<file path="src/rtl/sram_write_buffer.sv">
// Posted-write buffer between the cache controller and the SRAM controller.
// Stores queue and drain in the background; loads forward from the queue or go to SRAM first.
module sram_write_buffer #(
  parameter int DEPTH  = 4,
  parameter int DATA_W = 32
) (
  input  logic                       clk,
  input  logic                       rst,
  input  logic                       wrReq,
  input  logic                       rdReq,
  input  logic [31:0]                address,
  input  logic [DATA_W-1:0]          writeData,
  output logic                       ready,
  output logic [DATA_W-1:0]          readData,
  output logic                       sramWrEn,
  output logic                       sramRdEn,
  output logic [31:0]                sramAddress,
  output logic [DATA_W-1:0]          sramWriteData,
  input  logic                       sramReady,
  input  logic [DATA_W-1:0]          sramReadData,
  output logic [$clog2(DEPTH+1)-1:0] count,
  output logic                       full,
  output logic                       empty
);

  localparam int PW = $clog2(DEPTH);
  localparam int CW = $clog2(DEPTH+1);

  typedef enum logic [1:0] {IDLE, WRITE, READ} state_e;

  state_e            state_q;
  logic [PW-1:0]     head_q, tail_q;
  logic [CW-1:0]     count_q, count_d;
  logic              full_q, empty_q;
  logic [29:0]       addr_q [DEPTH];
  logic [DATA_W-1:0] data_q [DEPTH];
  logic              wr_en_q, rd_en_q;
  logic [31:0]       sram_addr_q;
  logic [DATA_W-1:0] sram_wdata_q;

  logic              rd_act, pop, push, wr_ready, rd_done, rd_miss;
  logic              hit;
  logic [DATA_W-1:0] hit_data;
  logic [PW-1:0]     nxt_idx;
  logic              nxt_from_input, more_after_pop;
  logic [29:0]       nxt_addr;
  logic [DATA_W-1:0] nxt_data;

  assign rd_act   = rdReq & ~wrReq;
  assign pop      = (state_q == WRITE) & sramReady;
  assign wr_ready = ~full_q | pop;
  assign push     = wrReq & wr_ready;
  assign rd_done  = (state_q == READ) & sramReady;
  assign rd_miss  = rd_act & ~hit;
  assign count_d  = count_q + CW'(push) - CW'(pop);

  // Scan oldest to newest so the entry closest to the tail wins.
  always_comb begin
    logic [PW-1:0] idx;
    hit      = 1'b0;
    hit_data = '0;
    idx      = '0;
    for (int i = 0; i < DEPTH; i++) begin
      idx = head_q + PW'(i);
      if ((CW'(i) < count_q) && (addr_q[idx] == address[31:2])) begin
        hit      = 1'b1;
        hit_data = data_q[idx];
      end
    end
  end

  // When the only entry pops while a store lands, the new head comes straight from the inputs.
  assign nxt_idx        = head_q + PW'(1);
  assign nxt_from_input = (count_q == CW'(1)) & push;
  assign more_after_pop = (count_q > CW'(1)) | push;
  assign nxt_addr       = nxt_from_input ? address[31:2] : addr_q[nxt_idx];
  assign nxt_data       = nxt_from_input ? writeData     : data_q[nxt_idx];

  always_comb begin
    ready    = 1'b0;
    readData = '0;
    if (!rst) begin
      if (wrReq) begin
        ready = wr_ready;
      end else if (rd_act && hit) begin
        ready    = 1'b1;
        readData = hit_data;
      end else if (rd_act && rd_done) begin
        ready    = 1'b1;
        readData = sramReadData;
      end
    end
  end

  always_ff @(posedge clk) begin
    if (push) begin
      addr_q[tail_q] <= address[31:2];
      data_q[tail_q] <= writeData;
    end
  end

  always_ff @(posedge clk or posedge rst) begin
    if (rst) begin
      head_q  <= '0;
      tail_q  <= '0;
      count_q <= '0;
      full_q  <= 1'b0;
      empty_q <= 1'b1;
    end else begin
      if (push) tail_q <= tail_q + PW'(1);
      if (pop)  head_q <= head_q + PW'(1);
      count_q <= count_d;
      full_q  <= (count_d == CW'(DEPTH));
      empty_q <= (count_d == '0);
    end
  end

  always_ff @(posedge clk or posedge rst) begin
    if (rst) begin
      state_q      <= IDLE;
      wr_en_q      <= 1'b0;
      rd_en_q      <= 1'b0;
      sram_addr_q  <= '0;
      sram_wdata_q <= '0;
    end else begin
      case (state_q)
        IDLE: begin
          if (rd_miss) begin
            state_q     <= READ;
            rd_en_q     <= 1'b1;
            sram_addr_q <= address;
          end else if (!empty_q) begin
            state_q      <= WRITE;
            wr_en_q      <= 1'b1;
            sram_addr_q  <= {addr_q[head_q], 2'b00};
            sram_wdata_q <= data_q[head_q];
          end
        end
        WRITE: begin
          if (sramReady) begin
            wr_en_q <= 1'b0;
            if (rd_miss) begin
              state_q     <= READ;
              rd_en_q     <= 1'b1;
              sram_addr_q <= address;
            end else if (more_after_pop) begin
              wr_en_q      <= 1'b1;
              sram_addr_q  <= {nxt_addr, 2'b00};
              sram_wdata_q <= nxt_data;
            end else begin
              state_q <= IDLE;
            end
          end
        end
        READ: begin
          if (sramReady) begin
            rd_en_q <= 1'b0;
            state_q <= IDLE;
          end
        end
        default: state_q <= IDLE;
      endcase
    end
  end

  assign sramWrEn      = wr_en_q;
  assign sramRdEn      = rd_en_q;
  assign sramAddress   = sram_addr_q;
  assign sramWriteData = sram_wdata_q;
  assign count         = count_q;
  assign full          = full_q;
  assign empty         = empty_q;

endmodule

</file>
<file path="config.mk">
export PLATFORM = sky130hd
export DESIGN_NAME = sram_write_buffer
export DESIGN_NICKNAME = d
export VERILOG_FILES = /design/src/rtl/sram_write_buffer.sv
export SDC_FILE = /design/constraint.sdc
export NUM_CORES = 1
export LEC_CHECK = 0
export CAP_MARGIN = 20
export CORE_MARGIN = 4
export CORE_UTILIZATION = 65
export CTS_BUF_LIST = sky130_fd_sc_hd__clkbuf_2
export CTS_CLUSTER_DIAMETER = 40
export DETAILED_ROUTE_END_ITERATION = 8
export DONT_BUFFER_PORTS = 1
export PLACE_DENSITY = 0.81
export SETUP_SLACK_MARGIN = 0.5
export SYNTH_ARGS = -nofsm -noshare
export SYNTH_HDL_FRONTEND = slang
export SYNTH_SLANG_ARGS = --single-unit
</file>
<file path="constraint.sdc">
create_clock -name clk -period 19.4 [get_ports clk]
set_clock_uncertainty 0.2 [all_clocks]
set_input_delay 5.82 -clock clk [delete_from_list [all_inputs] [get_ports clk]]
set_output_delay 5.82 -clock clk [all_outputs]
set_load 0.01 [all_outputs]
</file>
# Word-level counts from Yosys, hierarchy flattened
# Memories as Yosys holds them, arrays and structs flattened.
# Cells that the tools add are included.
# word_totals
out_inout_bits	104
ram_bits	248
mem_count	2
regBits	77
# classes
muxes	49
n_eq_ne	17
order_cmp	5
n_bitwise	11
reduce_logical	15
n_addsub	6
# memory_table
memory	depth	word_bits	read_ports	rd_clocked_by_memory_dff	write_ports	line_no	rtl
data_q	4	32	4	0	1	36	logic [DATA_W-1:0] data_q [DEPTH];
addr_q	4	30	4	0	1	35	logic [29:0] addr_q [DEPTH];
# op_table
op	n
2-to-1 mux 32 bit	19
case mux 32 bit (2 select lines)	2
== test 30 bit	4
2-to-1 mux 30 bit	1
2-to-1 mux 1 bit	18
2-to-1 mux 2 bit	6
!= test 2 bit (second input constant)	6
AND reduction 4 bit	3
!= test 3 bit (second input constant)	3
AND 1 bit	6
logical AND 1 bit	6
less-than comparator 1 x 3 -> 1 bit (first input constant)	2
less-than comparator 2 x 3 -> 1 bit (first input constant)	2
case mux 2 bit (3 select lines)	1
AND reduction 6 bit	1
adder 2 x 1 -> 2 bit (second input constant)	2
adder 2 bit (second input constant)	2
adder 3 x 1 -> 3 bit	1
== test 3 x 1 -> 1 bit (second input constant)	1
== test 3 bit (second input constant)	1
greater-than comparator 3 x 1 -> 1 bit (second input constant)	1
logical NOT 3 bit	1
inverter 1 bit	3
case mux 1 bit (3 select lines)	1
9 further kinds	10

# Depth between registers and ports, before layout
# An unclocked memory read counts as a cell.
# logic_depth
depth_word	12
ltp_mapped	16
ltp_nobuf	11

# Worst setup path before layout
# Ideal clock, no wire load.
# synth_path
path_type	in2out
startpoint	in address[17]
endpoint	out readData[10]
cell_stages	11
t_arrival_ns	8.535
setup_slack_ns	4.845
path_cell_list	clkbuf_1 xnor2_1 a2111oi_0 a41oi_1 or3_1 nor3_2 nor4b_2 or3_1 buf_6 buf_6 o32ai_2
# synth_between
elab_chain_len	10
word_cells_on_any_way	20
# synth_lines
element	line_no	rtl
start: declaration	11	input logic [31:0] address,
== test 30 bit	65	if ((CW'(i) < count_q) && (addr_q[idx] == address[31:2])) begin
logical AND 1 bit	65	
2-to-1 mux 1 bit (4 in series)	65	
logical AND 1 bit	85	end else if (rd_act && hit) begin
2-to-1 mux 32 bit *	85	
2-to-1 mux 32 bit *	83	if (wrReq) begin
2-to-1 mux 32 bit *	82	if (!rst) begin
end: declaration	14	output logic [DATA_W-1:0] readData,
# Every way passes the cells marked *; elsewhere a longest branch is shown, timed or not.

# Worst setup path after layout
# layout_path
startpoint	in address[2]
endpoint	out readData[31]
# Same word-level chain as after synthesis.

==> out/metrics.cfg <==
[global_routing]
grt_pass1_wl_um=102000
grt_overflow=0
grt_usage=0.371
antenna_found_initial=4
grt_pass1_vias=16700
grt_max_degree=148

[cts]
h-tree-depth=3
cts.clk_slew.worst_paths_ns=0.10
clk-insertion-delay-late_ns=1.02
postCtsResizedCells=0
cts-root-buf=clkbuf_2
cts_made_buffers=87
clock_sinks=325
cts_tree=yes
holdBufCountCts=0
clockBufferDepth=3
post_cts_buffers=0

[routing]
via_per_inst=7.03
first_iter_violations=2279
ant_nets=0
wl_um=68200
vias=17600
dr.pass1.iters=6
wl_per_cell_um=27.2
drc=0

[pwr]
p_per_area_mw_per_mm2=161
p_leak_nw=8.27
p_total_mw=3.59
peakVddDrop_mv=0.135

[final_layout]
fin_nets=2102
fin_area_mm2=0.0224
area_delta_synth_final_pct=4.14
stdcell_count=2506
drive_gt1_frac=0.195
final_util=0.688
fillers=2477

[sta]
drv_slew=0
holdWs_ns=0.357
max_freq_ghz=0.0624
period_share=0.825
rsz0062_at_grt=no
setup_tns_ns=0
finalSetupViolCount=0
setup_ws_ns=3.39
worstMarginPinSlew_ns=1.12
finalHoldViolCount=0
relSlewSlack=0.251
period_needed_ns=16.01

[worst_setup_path]
worstPathRequired_ns=13.38
start_kind=input port
cp_top_family=simple AND/OR/NAND/NOR gates
r2r_cells=13
path_max_fanout=69
path_buf_inv=2
worst-path-stages=10
cp_slowest_cell=or3_2
crit_path_end_kind=output pin
slowest_delay_ns=0.97
critical_path.cell_chain=and2_1 > a2111oi_0 > a31oi_1 > nor4b_1 > and4b_2 > buf_4 > nor4b_4 > buf_4 > or3_2 > o32ai_1
crit_path_frequent_cell=buf_4
arrival_ns=9.99
setup.worst_path.class=in2out

[yosys]
synth_xor_area_frac=0.0453
ys_warn_count=0
yosys_register_bits=325
synth_ff_type=edfxtp_1
synth_edf_count=248
yosys.area_share.simple=0.107
synthesis.area_mm2=0.0215
synth_top_family_by_area=multiplexers
synthMuxAreaShare=0.186
async_reset_ff_frac=0.237
synthAdderAreaFrac=0.00617
synth.avg_cell_area_um2=10.5
synth_nets=2165
synth_compound_area_frac=0.162
ys_seq_area_frac=0.436
synthCells=2054
synthDistinctLibCells=74

[placement]
dp_cells=2341
placed_cell_area_mm2=0.0215
place_ws_ns=3.53
hpwl_um=44900
place_congestion=1.03
io_buffers=0

[hold_path]
hold_path_class=reg2reg
hold_depth=1

[floorplan]
core-area_mm2=0.0325
pin_count=205
dieArea_mm2=0.0360
initial_utilization=0.660
die_w_um=190
die_h_um=190
rows=66

[run_status]
status=finished, final reports clean

[run]
cap_viol_max_count=0

[worst paths after layout]
check	start	end	slack, ns
setup / recovery	address[2]	readData[31]	3.39
hold / removal	sramWrEn	sramWrEn	0.36
setup reg to reg	head_q[1]	sramWriteData[14]	12.90
hold reg to reg	sramWrEn	sramWrEn	0.36
max in group asynchronous	rst	sramWriteData[14]	13.32
min in group asynchronous	rst	count[1]	4.44
[synthesized netlist by cell type, types with 15 or more instances]
library cell	count	area (um2)
mux2_2	131	1480
buf_2	25	125
o21ai_0	100	500
nand3_1	43	215
nand4_1	21	131
mux4_2	27	608
a211oi_1	36	270
nor2_1	230	863
a21oi_1	96	480
a22oi_1	65	488
xnor2_1	84	736
nor3b_1	24	180
dfrtp_1	76	1900
o22ai_1	18	113
o32ai_1	33	289
buf_1	24	90.1
edfxtp_1	248	7450
nor3_1	40	200
buf_6	15	169
inv_1	81	304
mux2i_1	170	1700
nand2_1	99	372
a31oi_1	36	225
clkbuf_1	118	443
o32ai_2	30	488
xor2_1	27	236
[flip-flops by register name, summed over array words and instances (netlist names), 2 cells and up]
name / count
addr_q: 120
count: 3
data_q: 128
head_q: 2
sramAddress: 32
sramWriteData: 32
state_q: 2
tail_q: 2
[layout by cell type (no fill, tap or decap), drive strengths merged, types with 13 or more instances in the layout]
master	count
a211oi	36
a21oi	96
a22oi	65
a31oi	36
buf	36
clkbuf	131
clkinv	29
dfrtp	76
edfxtp	248
inv	81
mux2	136
mux2i	180
mux4	27
nand2	99
nand3	43
nand4	21
nor2	230
nor3	41
nor3b	24
o21ai	104
o221ai	13
o22ai	18
o32ai	63
xnor2	84
xor2	27
[power by group]
part	leakage [nW]	switching [mW]	internal, mW	total [mW]
Sequential	3.19	0.205	0.948	1.15
Clock	0.645	0.296	0.220	0.516
Combinational	4.44	1.18	0.746	1.92
Total	8.27	1.68	1.91	3.59
[worst reg2reg max path, stage by stage (launching register included)]
cell and delay, ns:
dfrtp_4 1.10, buf_4 0.87, mux2i_1 0.70, nor2_1 0.08
a221oi_1 0.31, a31oi_1 0.14, nor4b_1 0.48, and4b_2 0.31
buf_4 0.62, nor4b_4 0.12, buf_4 0.35, a21boi_4 0.25
buf_4 0.41, mux2_2 0.45
[final cells by class]
cell class | instances | area, um2 | area share
Tap cell | 442 | 553 | 0.0247
Multi-Input combinational cell | 1456 | 10900 | 0.489
Timing Repair Buffer | 36 | 323 | 0.0144
Clock buffer | 131 | 656 | 0.0293
Antenna cell | 3 | 7.51 | 0.000336
Sequential cell | 325 | 9380 | 0.419
Clock inverter | 28 | 193 | 0.00861
Inverter | 85 | 322 | 0.0144
[metal layers]
metal,track usage,vias up,routed length (um)
met5,0,-,23
met4,0.0965,4,1780
met3,0.132,157,9650
met2,0.540,1266,29400
met1,0.535,8565,27300
li1,-,7621,-
[logic make-up (layout without fill, tap and decap cells)]
| family | count (synthesis) | in the layout |
|---|---|---|
| buffers and inverters | 273 | 280 |
| xor gates and xnor gates | 111 | 111 |
| and+or+nand+nor | 506 | 506 |
| other | 0 | 3 |
| adders and majority gates | 10 | 10 |
| muxes | 343 | 343 |
| AOI/OAI and AO/OA | 486 | 486 |
| DFF | 325 | 325 |
No activity file was read; power rests on OpenSTA's default activity.
